`src/rtl/fib_sequencer.sv`:
```
// Fibonacci term generator driving an external WIDTH-bit adder, streaming terms on valid/ready.
// Define FIB_WRAP_EN to keep emitting wrapped terms instead of stopping at the first overflow.
module fib_sequencer #(
   parameter int WIDTH = 8,
   parameter int CNT_W = 8
) (
   input  logic             clk,
   input  logic             rst_n,
   input  logic             start,
   input  logic [CNT_W-1:0] num_terms,
   output logic             busy,
   output logic [WIDTH-1:0] add_a,
   output logic [WIDTH-1:0] add_b,
   output logic             add_cin,
   input  logic [WIDTH-1:0] add_sum,
   input  logic             add_cout,
   output logic [WIDTH-1:0] term_data,
   output logic [CNT_W-1:0] term_index,
   output logic             term_valid,
   input  logic             term_ready,
   output logic             done,
   output logic             overflow
);

   typedef enum logic [1:0] {
      S_IDLE = 2'd0,
      S_EMIT = 2'd1,
      S_ADD  = 2'd2,
      S_DONE = 2'd3
   } state_t;

   localparam logic [WIDTH-1:0] TERM_ONE = {{(WIDTH-1){1'b0}}, 1'b1};
   localparam logic [CNT_W-1:0] IDX_ONE  = {{(CNT_W-1){1'b0}}, 1'b1};

   state_t           state_q, state_d;
   logic [WIDTH-1:0] cur_q, cur_d, nxt_q, nxt_d;
   logic [CNT_W-1:0] idx_q, idx_d, num_q, num_d;
   logic             cur_ovf_q, cur_ovf_d, nxt_ovf_q, nxt_ovf_d;
   logic             ovf_q, ovf_d, valid_q, valid_d, done_q, done_d, busy_q, busy_d;
   logic             last_term_s;

   assign last_term_s = (idx_q == (num_q - IDX_ONE));

   // Next-state, datapath and registered-output decode for the sequencer FSM.
   always_comb begin
      state_d   = state_q;
      cur_d     = cur_q;
      nxt_d     = nxt_q;
      idx_d     = idx_q;
      num_d     = num_q;
      cur_ovf_d = cur_ovf_q;
      nxt_ovf_d = nxt_ovf_q;
      ovf_d     = ovf_q;
      valid_d   = valid_q;
      done_d    = 1'b0;
      busy_d    = busy_q;
      case (state_q)
         S_IDLE: begin
            valid_d = 1'b0;
            busy_d  = 1'b0;
            if (start) begin
               cur_d     = {WIDTH{1'b0}};
               nxt_d     = TERM_ONE;
               idx_d     = {CNT_W{1'b0}};
               num_d     = num_terms;
               cur_ovf_d = 1'b0;
               nxt_ovf_d = 1'b0;
               ovf_d     = 1'b0;
               busy_d    = 1'b1;
               if (num_terms == {CNT_W{1'b0}}) begin
                  state_d = S_DONE;
                  done_d  = 1'b1;
               end else begin
                  state_d = S_EMIT;
                  valid_d = 1'b1;
               end
            end else begin
               state_d = S_IDLE;
            end
         end
         S_EMIT: begin
            if (term_ready) begin
               valid_d = 1'b0;
               if (last_term_s) begin
                  state_d = S_DONE;
                  done_d  = 1'b1;
               end else begin
                  state_d = S_ADD;
               end
            end else begin
               valid_d = 1'b1;
            end
         end
         S_ADD: begin
            cur_d     = nxt_q;
            nxt_d     = add_sum;
            idx_d     = idx_q + IDX_ONE;
            cur_ovf_d = nxt_ovf_q;
            nxt_ovf_d = nxt_ovf_q | add_cout;
`ifdef FIB_WRAP_EN
            state_d = S_EMIT;
            valid_d = 1'b1;
            ovf_d   = ovf_q | cur_ovf_d;
`else
            // The term about to become current never fit: stop before emitting it.
            if (cur_ovf_d) begin
               state_d = S_DONE;
               done_d  = 1'b1;
               ovf_d   = 1'b1;
            end else begin
               state_d = S_EMIT;
               valid_d = 1'b1;
            end
`endif
         end
         S_DONE: begin
            state_d = S_IDLE;
            valid_d = 1'b0;
            busy_d  = 1'b0;
         end
         default: begin
            state_d = S_IDLE;
            valid_d = 1'b0;
            busy_d  = 1'b0;
         end
      endcase
   end

   // State and datapath registers with asynchronous active-low reset.
   always_ff @(posedge clk or negedge rst_n) begin
      if (!rst_n) begin
         state_q   <= S_IDLE;
         cur_q     <= {WIDTH{1'b0}};
         nxt_q     <= {WIDTH{1'b0}};
         idx_q     <= {CNT_W{1'b0}};
         num_q     <= {CNT_W{1'b0}};
         cur_ovf_q <= 1'b0;
         nxt_ovf_q <= 1'b0;
         ovf_q     <= 1'b0;
         valid_q   <= 1'b0;
         done_q    <= 1'b0;
         busy_q    <= 1'b0;
      end else begin
         state_q   <= state_d;
         cur_q     <= cur_d;
         nxt_q     <= nxt_d;
         idx_q     <= idx_d;
         num_q     <= num_d;
         cur_ovf_q <= cur_ovf_d;
         nxt_ovf_q <= nxt_ovf_d;
         ovf_q     <= ovf_d;
         valid_q   <= valid_d;
         done_q    <= done_d;
         busy_q    <= busy_d;
      end
   end

   assign add_a      = cur_q;
   assign add_b      = nxt_q;
   assign add_cin    = 1'b0;
   assign term_data  = cur_q;
   assign term_index = idx_q;
   assign term_valid = valid_q;
   assign done       = done_q;
   assign busy       = busy_q;
   assign overflow   = ovf_q;

endmodule

```
`config.mk`:
```
export PLATFORM = sky130hd
export DESIGN_NAME = fib_sequencer
export DESIGN_NICKNAME = d
export VERILOG_FILES = /design/src/rtl/fib_sequencer.sv
export SDC_FILE = /design/constraint.sdc
export NUM_CORES = 1
export LEC_CHECK = 0
export CORE_MARGIN = 2
export CORE_UTILIZATION = 49
export CTS_BUF_LIST = sky130_fd_sc_hd__clkbuf_16
export DETAILED_ROUTE_END_ITERATION = 16
export PLACE_DENSITY = 0.78
export SETUP_SLACK_MARGIN = 0.4
export SLEW_MARGIN = 5
export SYNTH_ARGS = -nofsm -noshare
export SYNTH_HDL_FRONTEND = slang
export SYNTH_SLANG_ARGS = --single-unit
```
`constraint.sdc`:
```
create_clock -name clk -period 3 [get_ports clk]
set_clock_uncertainty 0.05 [all_clocks]
set_input_delay 0.75 -clock clk [delete_from_list [all_inputs] [get_ports clk]]
set_output_delay 0.75 -clock clk [all_outputs]
set_load 0.03 [all_outputs]
```
==> results_dict.tcl, run 1 <==
set metrics [dict create \
    p_per_area_mw_per_mm2 947.8 \
    synth_area_sq_mm 0.001981 \
    num_vias 1562 \
    synth_top_cells_by_count "39 x dfrtp_1, 16 x a22o_1, 12 x nand2_1" \
    finalCritPeriodShare 0.7792 \
    clk-insertion-delay-late_ps 280 \
    io_pins 58 \
    rsz0062_at_grt "false" \
    status "complete, no violations" \
    crit_fanout 8 \
    syn_area_per_cell_sq_um 10.54 \
    vias_per_cell 5.424 \
    fp.dieArea_sq_mm 0.004566 \
    synth-main-ff-cell "dfrtp_1" \
    synth_top_cell_by_area "dfrtp_1" \
    cp_data_required_time_ps 2200 \
    path_clk_slew_ps 60 \
    post_cts_buffers 0 \
    io_buffers 56 \
    setup-violations-final 0 \
    syn-instance-count 188 \
    dp_slack_ps 477.7 \
    antenna_cells 0 \
    grtUsageTotal 0.2023 \
    grt_overflow 0 \
    hpwl_um 3073 \
    cp_slowest_stage_delay_ps 740 \
    min_path_type "reg2reg" \
    routed_wirelength_um 4310 \
    slew_violations 0 \
    drc 0 \
    design_area_sq_mm 0.002664 \
    crit_buf_inv 1 \
    syn_nets 215 \
    layout.nets 264 \
    fin_crit_ps 2338 \
    cts_tree "built" \
    ctsResizeCount 0 \
    startpoint_type "flip-flop" \
    crit_slowest_cell "clkdlybuf4s50_1" \
    yosysTopAreaCellShare 0.4927 \
    drive_gt1_frac 0.09664 \
    grt_max_degree 40 \
    tightestPinTransition_ps 851.6 \
    leakage_nw 1.148 \
    yosysSeqAreaShare 0.4927 \
    cts_max_path_buffers 2 \
    wire_per_inst_um 14.97 \
    crit_family "buffers and inverters" \
    fmax_mhz 427.8 \
    antenna_found_initial 0 \
    worstPathArrival_ps 1540 \
    cts_num_sinks 39 \
    synthDistinctLibCells 41 \
    cts_buffers 5 \
    cts_hold_buf 0 \
    htreeDepth 2 \
    synth-seq-cells 39 \
    post_dp_cell_area_sq_mm 0.002519 \
    first_pass_iters 4 \
    grt_pass1_vias 1489 \
    drtIter0Drc 112 \
    fillCellCount 323 \
    place_congestion 0.8776 \
    synthArstFlopShare 1.000 \
    yosys_warnings 0 \
    chipHeight_um 67.58 \
    rows 23 \
    maxCapViolCount 0 \
    grt_pass1_wl_um 6948 \
    final_util 0.6757 \
    hold_viol 0 \
    setup-tns-final_ps 0 \
    areaGrowthSynthToFinish_pct 34.49 \
    path_cells "clkdlybuf4s50_1" \
    synthTopCellsByArea "dfrtp_1 49%, a22o_1 7.1%, mux2_2 4.5%, ha_1 3.8%, buf_4 3.4%" \
    core_sq_mm 0.003943 \
    relSlewSlack 0.4319 \
    synth_edf_count 0 \
    synth.most_common_cell "dfrtp_1" \
    holdWs_ps 428.7 \
    start_util 0.5024 \
    crit_path_end_kind "output pin" \
    fin_ws_ps 662.5 \
    peakVddDrop_mv 0.3862 \
    critical_path_class "reg2out" \
    ant_nets 0 \
    clock-root-buffer "clkbuf_16" \
    die_w_um 67.58 \
]
## stage by stage
step	instances	total power, mW
3_3_place_gp	280	1.989
2_1_floorplan	188	1.640
5_1_grt	288	2.690
6_report	288	2.525
3_5_place_dp	280	2.021
4_1_cts	288	2.544
## cells in the final DEF (no fill, tap or decap), types with 3 or more instances in the layout
cell | Yosys | routed
clkdlybuf4s50_1 | 0 | 55
dfrtp_1 | 39 | 39
a22o_1 | 16 | 16
nand2_1 | 12 | 12
nor2_1 | 11 | 11
a21oi_1 | 10 | 10
mux2_2 | 8 | 8
xor2_1 | 7 | 7
inv_1 | 6 | 6
o21ai_0 | 6 | 6
ha_1 | 6 | 6
xnor2_1 | 5 | 5
or3_1 | 5 | 5
clkbuf_16 | 0 | 5
nand4_1 | 4 | 4
nand2b_1 | 4 | 4
nor4_1 | 3 | 3
nor2b_1 | 3 | 3
a31oi_1 | 3 | 3
## registers in the layout (all words and copies together), names as in the netlist
signal and flops:
done 1, num_q 8, add_a 8, add_b 8, state_q 2, nxt_ovf_q 1
term_valid 1, overflow 1, term_index 8, busy 1
## power breakdown
group | total [mW] | switching, mW | leakage [nW] | internal [mW]
sequential | 0.864 | 0.177 | 0.509 | 0.687
clock | 0.511 | 0.205 | 0.0658 | 0.306
combinational | 1.15 | 0.632 | 0.574 | 0.518
total | 2.52 | 1.01 | 1.15 | 1.51
## final timing paths
path                               startpoint            end  slack [ps]  depth (start not counted)
worst max-delay path            term_index[6]  term_index[6]         660                          1
worst min-delay path                     busy           busy         430                          2
worst max register to register     state_q[0]  term_index[5]         770                          7
worst min register to register           busy           busy         430                          2
max in group asynchronous               rst_n           done        1830                          1
min in group asynchronous               rst_n       add_a[7]         520                          1
## worst register-to-register path, stage by stage, from the launching register on
cell     delay, ps
dfrtp_1        410
inv_1          100
ha_1           340
inv_1          100
o21ai_2        320
nand4_1        280
or3_1          410
a21oi_1        150
## layout make-up
type | count | area (sq um) | share of cell area
sequential | 39 | 975.9 | 0.3664
clock buffer | 5 | 125.1 | 0.04697
inverter | 6 | 22.52 | 0.008455
multi-input combinational | 127 | 887.1 | 0.3330
tap | 50 | 62.56 | 0.02349
timing repair buffer | 58 | 570.5 | 0.2142
clock inverter | 3 | 20.02 | 0.007515
## cell families (layout without fill, tap and decap cells)
kind of cell               Yosys count  in the layout  share of synthesized area
AOI/OAI and AO/OA                   48             48                     0.1725
xor gates and xnor gates            12             12                    0.05306
adders and majority gates            6              6                    0.03790
buffers and inverters               22             72                    0.05937
DFF                                 39             39                     0.4927
muxes                                9              9                    0.05054
other                                1              1                   0.001893
and+or+nand+nor                     51             51                     0.1320
## metal layers
layer,global-route usage,wire length (um)
met5,0,0
met3,0.05333,174
met2,0.3211,2135
met4,0.06378,46
met1,0.2691,1953
No activity file was read; power rests on OpenSTA's default activity.
==> run 2: changes to the inputs <==
--- a/config.mk
+++ b/config.mk
@@ -6,10 +6,10 @@
 export NUM_CORES = 1
 export LEC_CHECK = 0
 export CORE_MARGIN = 2
-export CORE_UTILIZATION = 49
+export CORE_UTILIZATION = 42
 export CTS_BUF_LIST = sky130_fd_sc_hd__clkbuf_16
 export DETAILED_ROUTE_END_ITERATION = 16
-export PLACE_DENSITY = 0.78
+export PLACE_DENSITY = 0.71
 export SETUP_SLACK_MARGIN = 0.4
 export SLEW_MARGIN = 5
 export SYNTH_ARGS = -nofsm -noshare
==> constraint.sdc (replaced) <==
create_clock -name clk -period 1.9 [get_ports clk]
set_clock_uncertainty 0.05 [all_clocks]
set_input_delay 0.475 -clock clk [delete_from_list [all_inputs] [get_ports clk]]
set_output_delay 0.475 -clock clk [all_outputs]
set_load 0.03 [all_outputs]
==> results_dict.tcl, run 2 (synthesis results as in run 1) <==
set metrics [dict create \
    status "complete, no violations" \
    grtUsageTotal 0.2069 \
    startpoint_type "flip-flop" \
    post_dp_cell_area_sq_mm 0.002698 \
    stdcell_count 324 \
    cts_tree "built" \
    clk-insertion-delay-late_ps 280 \
    rsz0062_at_grt "true" \
    p_per_area_mw_per_mm2 1598 \
    place_congestion 0.7743 \
    grt_pass1_wl_um 8259 \
    min_path_type "in2async" \
    crit_path_end_kind "flip-flop" \
    fmax_mhz 538.7 \
    leakage_nw 1.484 \
    layout_common_cells "37 x dfrtp_1, 29 x buf_2, 25 x buf_4" \
    hold_viol 0 \
    cp_slowest_stage_delay_ps 400 \
    core_sq_mm 0.004444 \
    drc 0 \
    htreeDepth 2 \
    layout_commonest_cell "dfrtp_1" \
    drtIter0Drc 91 \
    finalPower_mw 4.807 \
    die_w_um 72.67 \
    start_util 0.4457 \
    fin_crit_ps 1856 \
    cts_buffers 5 \
    vias_per_cell 5.343 \
    crit_top_cell "or3_1" \
    drive_gt1_frac 0.4118 \
    crit_family "simple AND/OR/NAND/NOR gates" \
    antenna_found_initial 0 \
    dp_slack_ps -223.3 \
    cts_hold_buf 0 \
    design_area_sq_mm 0.003008 \
    cts_num_sinks 39 \
    finalCritPeriodShare 0.9770 \
    path_clk_slew_ps 60 \
    io_buffers 56 \
    path_cells "or3_1 > or3_1 > a211oi_2 > o211ai_1 > o22ai_1" \
    slew_violations 0 \
    critical_path_class "reg2reg" \
    io_pins 58 \
    maxCapViolCount 0 \
    cts_max_path_buffers 2 \
    chipHeight_um 72.67 \
    wire_per_inst_um 16.09 \
    fp.dieArea_sq_mm 0.005281 \
    cp_data_required_time_ps 2050 \
    worstPathArrival_ps 2000 \
    dp_cells 300 \
    crit_buf_inv 0 \
    crit_slowest_cell "or3_1" \
    rows 24 \
    grt_overflow 0 \
    areaGrowthSynthToFinish_pct 51.86 \
    setup-violations-final 0 \
    setup-tns-final_ps 0 \
    grt_pass1_vias 1704 \
    routed_wirelength_um 5214 \
    num_vias 1731 \
    layout.nets 298 \
    grt_max_degree 40 \
    peakVddDrop_mv 1.071 \
    hpwl_um 3366 \
    fin_ws_ps 43.61 \
    crit_fanout 3 \
    ant_nets 0 \
    clock-root-buffer "clkbuf_16" \
    antenna_cells 0 \
    first_pass_iters 4 \
]
-- run 2: timing repair --
action | 4_1_cts | 5_1_grt
pin swaps | 6 | 23
setup endpoints to repair | 71 | 44
buffers inserted | 10 | 5
resized for setup | 145 | 60
gates cloned | 0 | 1
-- run 2: power breakdown --
group / leakage (nW) / internal, mW / switching [mW]
combinational: 0.883 / 1.12 / 1.29
sequential: 0.507 / 1.09 / 0.240
clock: 0.0952 / 0.747 / 0.319
total: 1.48 / 2.95 / 1.85
-- run 2: per-layer routing --
metal,global-route usage,routed length [um]
met2,0.3505,2675
met4,0.08642,80
met1,0.2621,2300
met3,0.03453,156
met5,0,0
-- run 2: cell type report --
| type | instances | area [sq um] |
|---|---|---|
| clock buffers | 5 | 125.1 |
| well taps | 52 | 65.06 |
| clock inverters | 3 | 63.81 |
| repair buffers | 92 | 748.2 |
| fillers | 347 | 1436 |
| multi-input cells | 127 | 999.7 |
| inverters | 6 | 27.53 |
| flip-flops and latches | 39 | 978.4 |
-- run 2: final timing paths --
kind                              start        to  slack, ps  cells past startpoint
min in group clk           num_terms[0]  num_q[0]        450                      2
min                               rst_n  add_b[2]        190                      2
max                            num_q[4]      done         40                      5
max reg2reg                    num_q[4]      done         40                      5
min reg2reg                        busy      busy        450                      2
max in group asynchronous         rst_n  num_q[1]       1230                      2
-- run 2: stage by stage --
step | util | hold slack, ps
floorplan | - | 129.4
global placement | 0.6070 | 423.4
detailed placement | 0.6070 | 428.5
CTS | 0.6667 | 206.4
global route | 0.6768 | 236.1
finish | 0.6768 | 190.9
-- run 2: worst register-to-register path: stages (launching register included) --
cell and delay, ps:
dfrtp_1 390, or3_1 400, or3_1 380, a211oi_2 200, o211ai_1 190, o22ai_1 170
==> run 3: changes to the inputs <==
--- a/config.mk
+++ b/config.mk
@@ -5,6 +5,7 @@
 export SDC_FILE = /design/constraint.sdc
 export NUM_CORES = 1
 export LEC_CHECK = 0
+export CAP_MARGIN = 20
 export CORE_MARGIN = 2
 export CORE_UTILIZATION = 42
 export CTS_BUF_LIST = sky130_fd_sc_hd__clkbuf_16
==> constraint.sdc (replaced) <==
create_clock -name clk -period 1.51 [get_ports clk]
set_clock_uncertainty 0.05 [all_clocks]
set_input_delay 0.3775 -clock clk [delete_from_list [all_inputs] [get_ports clk]]
set_output_delay 0.3775 -clock clk [all_outputs]
set_load 0.03 [all_outputs]
==> results_dict.tcl, run 3 (synthesis results as in run 1) <==
set metrics [dict create \
    first_pass_iters 4 \
    status "finished, violations left" \
    clock-root-buffer "clkbuf_16" \
    start_util 0.4457 \
    crit_path_end_kind "flip-flop" \
    layout.nets 348 \
    p_per_area_mw_per_mm2 1931 \
    startpoint_type "flip-flop" \
    cts_num_sinks 39 \
    seqPwrFrac 0.240 \
    hpwl_um 3675 \
    critical_path_class "reg2reg" \
    leakage_nw 1.783 \
    fin_ws_ps -523.7 \
    cts_max_path_buffers 2 \
    clk-insertion-delay-late_ps 280 \
    cts_tree "built" \
    stdcell_count 374 \
    cts_hold_buf 0 \
    hold_viol 5 \
    holdWs_ps -3.535 \
    grt_max_degree 40 \
    rows 24 \
    core_sq_mm 0.004444 \
    internal_power_mw 4.387 \
    final_util 0.8508 \
    fillCellCount 206 \
    rsz0062_at_grt "true" \
    fmax_mhz 491.7 \
    slew_violations 0 \
    ant_nets 0 \
    dp_slack_ps -507.5 \
    dp_cells 326 \
    multiInputGateArea_sq_mm 0.001115 \
    crit_fanout 4 \
    drive_gt1_frac 0.5745 \
    path_clk_slew_ps 60 \
    layout_common_cells "63 x buf_6, 52 x buf_4, 28 x dfrtp_1" \
    maxCapViolCount 0 \
    place_congestion 0.8521 \
    fp.dieArea_sq_mm 0.005281 \
    min_path_type "in2async" \
    violations "hold timing, setup timing" \
    io_buffers 56 \
    num_vias 2035 \
    register_area_sq_um 989.7 \
    grt_pass1_wl_um 9963 \
    cts_buffers 5 \
    io_pins 58 \
    cp_data_required_time_ps 1660 \
    vias_per_cell 5.441 \
    grt_overflow 0 \
    wire_per_inst_um 19.09 \
    htreeDepth 2 \
    chipHeight_um 72.67 \
    p_sw_mw 2.913 \
    die_w_um 72.67 \
    swShare 0.3990 \
    drc 0 \
    drtIter0Drc 176 \
    antenna_found_initial 0 \
    setup-violations-final 37 \
    areaGrowthSynthToFinish_pct 90.90 \
    grtUsageTotal 0.2479 \
    peakVddDrop_mv 1.276 \
    worstPathArrival_ps 2180 \
    fin_crit_ps 2034 \
    comb_power_share 0.617 \
    layout_commonest_cell "buf_6" \
    power.share.clock 0.143 \
    routed_wirelength_um 7139 \
    grt_pass1_vias 1983 \
    antenna_cells 0 \
    finalCritPeriodShare 1.347 \
    setup-tns-final_ps -6867 \
]
==> run 3: cell types whose count changed in the layout (fill, tap and decap cells not counted), moves of 4 or more <==
cell / change
buf_6: +53
buf_2: -28
buf_4: +27
dfrtp_1: -9
dfrtp_2: +9
clkdlybuf4s15_2: -8
dlygate4sd2_1: +5
a21oi_1: -4
a21oi_2: +4
dlymetal6s2s_1: -4
==> run 3: power by group through the flow <==
stage	Sequential [mW]	Clock (mW)	Combinational [mW]
after floorplan	2.02	0	1.39
after global placement	1.65	0	2.92
after detailed placement	1.66	0	2.97
after CTS	1.69	1.04	3.82
after global routing	1.78	1.10	4.70
final	1.75	1.04	4.50
==> run 3: final cells by class <==
class / count / area share
flip-flops and latches: 39 / 0.2617
repair buffers: 142 / 0.3812
clock buffers: 5 / 0.03309
inverters: 6 / 0.006618
clock inverters: 3 / 0.005295
well taps: 52 / 0.01721
multi-input cells: 127 / 0.2948
==> run 3: worst max-delay path: stages, from the launching register on <==
cell and delay (ps):
dfrtp_1 440, inv_1 90, ha_2 350, xor2_1 250, nand3_2 150, a211oi_4 230
o211ai_1 180, o21ai_1 210
==> run 3: path summary, 6_finish.rpt <==
kind	slack, ps	from	end	depth (start not counted)
max	-520	num_q[0]	state_q[0]	7
min	-4	rst_n	add_b[4]	2
max reg2reg	-520	num_q[0]	state_q[0]	7
min reg2reg	460	busy	busy	2
max in group asynchronous	1200	rst_n	add_a[6]	2
min in group clk	460	busy	busy	2
==> run 3: metal layers <==
layer | part of all wire | global-route usage
met3 | 0.039 | 0.03867
met2 | 0.52 | 0.4414
met4 | 0.023 | 0.08230
met5 | 0 | 0
met1 | 0.42 | 0.3059
==> run 3: what timing repair did <==
item,CTS,global route
resized for setup,252,35
pin swaps,12,33
cloned,3,0
endpoints found under the setup margin,75,75
buffers inserted,24,13
==> run 3: metrics by stage <==
step	power (mW)	cell area, sq um
global route	7.581	3781
finish	7.300	3781
detailed placement	4.634	2908
floorplan	3.416	2057
global placement	4.571	2908
CTS	6.544	3548
